==> src/rtl/mux_pc.sv <==
// Next-PC source selector with a registered copy of the chosen PC.
// Combinational priority mux (jump > jalr > branch > pc+4) plus an enable-gated PC register.
module mux_pc #(
  parameter int NBITS = 32
) (
  input  logic             i_clk,
  input  logic             i_rst_n,
  input  logic             i_Jump,
  input  logic             i_JALR,
  input  logic [NBITS-1:0] i_rs,
  input  logic             i_pcSrc,
  input  logic [NBITS-1:0] i_SumadorBranch,
  input  logic [NBITS-1:0] i_sumador_pc4,
  input  logic [NBITS-1:0] i_SumadorJump,
  input  logic             i_enable,
  output logic [NBITS-1:0] o_pc,
  output logic [NBITS-1:0] o_pc_q,
  output logic [1:0]       o_sel
);

  localparam logic [1:0] SEL_PC4    = 2'd0;
  localparam logic [1:0] SEL_BRANCH = 2'd1;
  localparam logic [1:0] SEL_JALR   = 2'd2;
  localparam logic [1:0] SEL_JUMP   = 2'd3;

  logic [NBITS-1:0] w_pc;
  logic [1:0]       w_sel;
  logic [NBITS-1:0] r_pc_q;

  // The address and its source code are produced by the same branch of the
  // priority chain, so they can never disagree.
  always_comb begin
    w_pc  = i_sumador_pc4;
    w_sel = SEL_PC4;
    if (i_Jump) begin
      w_pc  = i_SumadorJump;
      w_sel = SEL_JUMP;
    end else if (i_JALR) begin
      w_pc  = i_rs;
      w_sel = SEL_JALR;
    end else if (i_pcSrc) begin
      w_pc  = i_SumadorBranch;
      w_sel = SEL_BRANCH;
    end
  end

  // Reset clears only the registered PC; the mux keeps running through reset.
  always_ff @(posedge i_clk or negedge i_rst_n) begin
    if (!i_rst_n) begin
      r_pc_q <= '0;
    end else if (i_enable) begin
      r_pc_q <= w_pc;
    end
  end

  assign o_pc   = w_pc;
  assign o_sel  = w_sel;
  assign o_pc_q = r_pc_q;

endmodule

==> config.mk <==
export PLATFORM = sky130hd
export DESIGN_NAME = mux_pc
export DESIGN_NICKNAME = d
export VERILOG_FILES = /design/src/rtl/mux_pc.sv
export SDC_FILE = /design/constraint.sdc
export NUM_CORES = 1
export LEC_CHECK = 0
export CORE_UTILIZATION = 38
export DETAILED_ROUTE_END_ITERATION = 10
export PLACE_DENSITY_LB_ADDON = 0.1
export SYNTH_ARGS = -nofsm -noshare
export SYNTH_HDL_FRONTEND = slang
export SYNTH_SLANG_ARGS = --single-unit
==> constraint.sdc <==
create_clock -name i_clk -period 1.8 [get_ports i_clk]
set_input_delay 0.27 -clock i_clk [delete_from_list [all_inputs] [get_ports i_clk]]
set_output_delay 0.27 -clock i_clk [all_outputs]
set_load 0.02 [all_outputs]
==> results of run 1 <==
## final timing paths
check / endpoint / cells past startpoint / slack, ns
worst min-delay path: o_pc_q[15]$_DFFE_PN0P_ / 2 / 0.02
max in group asynchronous: o_pc_q[20]$_DFFE_PN0P_ / 2 / 1.45
worst min register to register: o_pc_q[24]$_DFFE_PN0P_ / 2 / 0.56
min in group i_clk: o_pc_q[14]$_DFFE_PN0P_ / 3 / 0.51
worst max-delay path: o_pc[11] / 6 / 0.07
worst max register to register: o_pc_q[6]$_DFFE_PN0P_ / 2 / 1.08
## repair_timing
item | CTS | global route
hold buffers | 0 | 0
pin swaps | 0 | 0
endpoints found under the setup margin | 34 | 3
gates resized for setup | 35 | 3
hold endpoints to repair | 0 | 0
## cell type report
cell class | instances | area [µm²] | area share
clock buffer | 6 | 82.6 | 0.0148
clock inverter | 2 | 10.0 | 0.00179
inverter | 2 | 7.51 | 0.00134
multi-input combinational | 226 | 1820 | 0.325
sequential | 32 | 801 | 0.143
tap | 96 | 120 | 0.0215
timing repair buffer | 296 | 2750 | 0.492
## logic make-up after synthesis
logic type | Yosys count | synth area share
compound gates | 33 | 0.180
buf+inv | 27 | 0.0681
flops | 32 | 0.285
mux | 32 | 0.167
simple gates | 161 | 0.300
## synth_stat cells
cell      instances  area [µm²]
nand2_1          35         131
dfrtp_1          32         801
nand3_1          32         160
nand3b_1         32         240
nor2_1           32         120
a41oi_2          29         472
mux2_4           29         435
nand2_2          29         181
buf_2            12        60.1
buf_4             5        37.5
clkbuf_1          4        15.0
a41oi_1           3        26.3
buf_12            3        60.1
mux2_2            3        33.8
inv_1             2        7.51
a21o_1            1        7.51
buf_6             1        11.3
nor2_4            1        11.3
## worst max-delay path: stages
cell and delay [ns]:
dlygate4sd2_1 0.30, nor2_4 0.17, buf_12 0.21, nand2_2 0.07, nand3_1 0.07, dlygate4sd2_1 0.36
## per-layer routing
metal,wire length [µm],vias up,share of wire,track usage
met3,765,19,0.073,0.0650
met4,218,0,0.021,0.0836
li1,-,1589,-,-
met5,0,-,0,0
met1,3980,1582,0.38,0.286
met2,5550,127,0.53,0.519
## power by group through the flow
| stage | clock network [mW] | logic (mW) | registers [mW] |
|---|---|---|---|
| 2_1_floorplan | 0 | 0.537 | 0.964 |
| 3_3_place_gp | 0 | 1.45 | 0.858 |
| 3_5_place_dp | 0 | 1.48 | 0.861 |
| 4_1_cts | 0.606 | 1.43 | 0.849 |
| 5_1_grt | 0.636 | 1.51 | 0.859 |
| 6_report | 0.589 | 1.43 | 0.849 |
## metrics by stage
step / setup slack (ns) / TNS (ns)
final: 0.0704 / 0
after global routing: 0.0103 / 0
after CTS: 0.0274 / 0
after detailed placement: -0.438 / -13.30
after global placement: -0.394 / -11.98
after floorplan: 0.449 / 0
==> metrics.md, run 1 <==
| Metric | Value |
|---|---|
| Status | `completed` |
| Power Internal | `approximately 1.9 mW` |
| Avg Cell Area, Syn | `a little under 10 µm²` |
| Crit share post-route | `0.961` |
| Syn_nets | `about 420` |
| Seq/Total Area, Yosys | `0.285` |
| # fillers | `around 490` |
| Final setup vio count | `0` |
| Vias per cell | `roughly 5` |
| DRC | `0` |
| Worst hold margin | `approximately 0.019 ns` |
| Clock sink count | `32` |
| Hold Crit Class | `primary input to asynchronous set/reset pin` |
| Vias | `3317` |
| Inst Count DP | `652` |
| Largest register FFs | `32` |
| P&R area growth vs syn | `99.0%` |
| Final Skew | `0 ns` |
| Power Density | `~500 nW/µm²` |
| Design area | `about 5600 µm²` |
| IO Port Bufs | `around 200` |
| Average wire per standard cell | `15.9 µm` |
| Final WL | `10500 µm` |
| Maximum fanout along the worst path | `19` |
| Hpwl dp | `roughly 8000 µm` |
| Die W | `approximately 90 µm` |
| Area of placed instances | `5540 µm²` |
| Max rail drop VDD | `roughly 0.37 mV` |
| Nature of the critical path endpoint | `output port` |
| Min Tclk post-route | `between 1.5 and 2 ns` |
| WS Path Type | `primary input to output port` |
| Total grt overflow | `0` |
| CTS tree | `yes` |
| Post-CTS setup buffer count | `0` |
| Crit path DAT | `1.46 ns` |
| # nets final | `697` |
| Yosys cell types | `18` |
| Worst-Skew Late Latency | `approximately 0.28 ns` |
| Cell Area, Synth | `2810 µm²` |
| Total core area | `approximately 7000 µm²` |
| Critical Path Start Type | `primary input` |
| H-tree depth | `2` |
| I/O pin count | `200` |
| Sequential share of power | `0.296` |
| Worst slew pin tran | `between 0.4 and 0.5 ns` |
| Switching Power | `about 0.95 mW` |
| Total GRT Usage | `0.269` |
| Max Freq | `just under 600 MHz` |
| Drt initial violations | `between 100 and 150` |
| Largest net degree at the start of global routing | `65` |
| Final max-slew violation count | `0` |
| Die Y | `approximately 90 µm` |
| Vias in the first global route | `roughly 3.4k` |
| Comb pwr share | `0.498` |
| Post-layout util | `0.801` |
| Most frequent cells in the layout | `clkdlybuf4s50_1, buf_4, nand2_1` |
| Clock Pin Slew Worst Setup and Hold Paths | `around 0.070 ns` |
| Ys Warns | `0` |
| Most common cell after layout, fill and taps aside | `clkdlybuf4s50_1` |
| RSZ-0062 raised after global routing | `false` |
| TritonRoute pass-1 iters | `4` |
| Yosys reg bits | `32` |
| Clock network power share | `0.206` |
| GP Congestion | `0.791` |
| Ant diodes | `0` |
| LEAKAGE | `approximately 2.4 nW` |
| Full die area | `between 7000 and 8000 µm²` |
| Routed Antenna Nets | `0` |
| CTS root buf | `clkbuf_8` |
| Synth Instances | `approximately 290` |
| Final hold vios | `0` |
| CTS Buffer Depth | `2` |
| Site Rows | `30` |
| Num CTS Buffers | `5` |
| First-pass GRT wire length | `~16000 µm` |
| Share of layout cells above drive strength 1 | `0.355` |
| Total Power | `about 2.9 mW` |
| Net Sw Frac | `0.333` |
| Worst flop-to-flop path startpoint | `o_pc_q[6]$_DFFE_PN0P_` |
| CP Data Required Time | `~1.5 ns` |
| CP startpoint | `i_JALR` |
| Initial antenna violation count | `0` |
| Final non-filler cell total | `660` |
| Initial core utilization | `0.403` |
| Slew HR | `0.693` |
| Max-cap viol count | `0` |
Note: power is estimated with default switching activity, not from simulation.
==> run 2: changes to the inputs <==
--- a/config.mk
+++ b/config.mk
@@ -5,7 +5,9 @@
 export SDC_FILE = /design/constraint.sdc
 export NUM_CORES = 1
 export LEC_CHECK = 0
+export CAP_MARGIN = 20
 export CORE_UTILIZATION = 38
+export CTS_CLUSTER_DIAMETER = 120
 export DETAILED_ROUTE_END_ITERATION = 10
 export PLACE_DENSITY_LB_ADDON = 0.1
 export SYNTH_ARGS = -nofsm -noshare
==> results of run 2 <==
Final layout, timing and power as in run 1 (identical DEF).
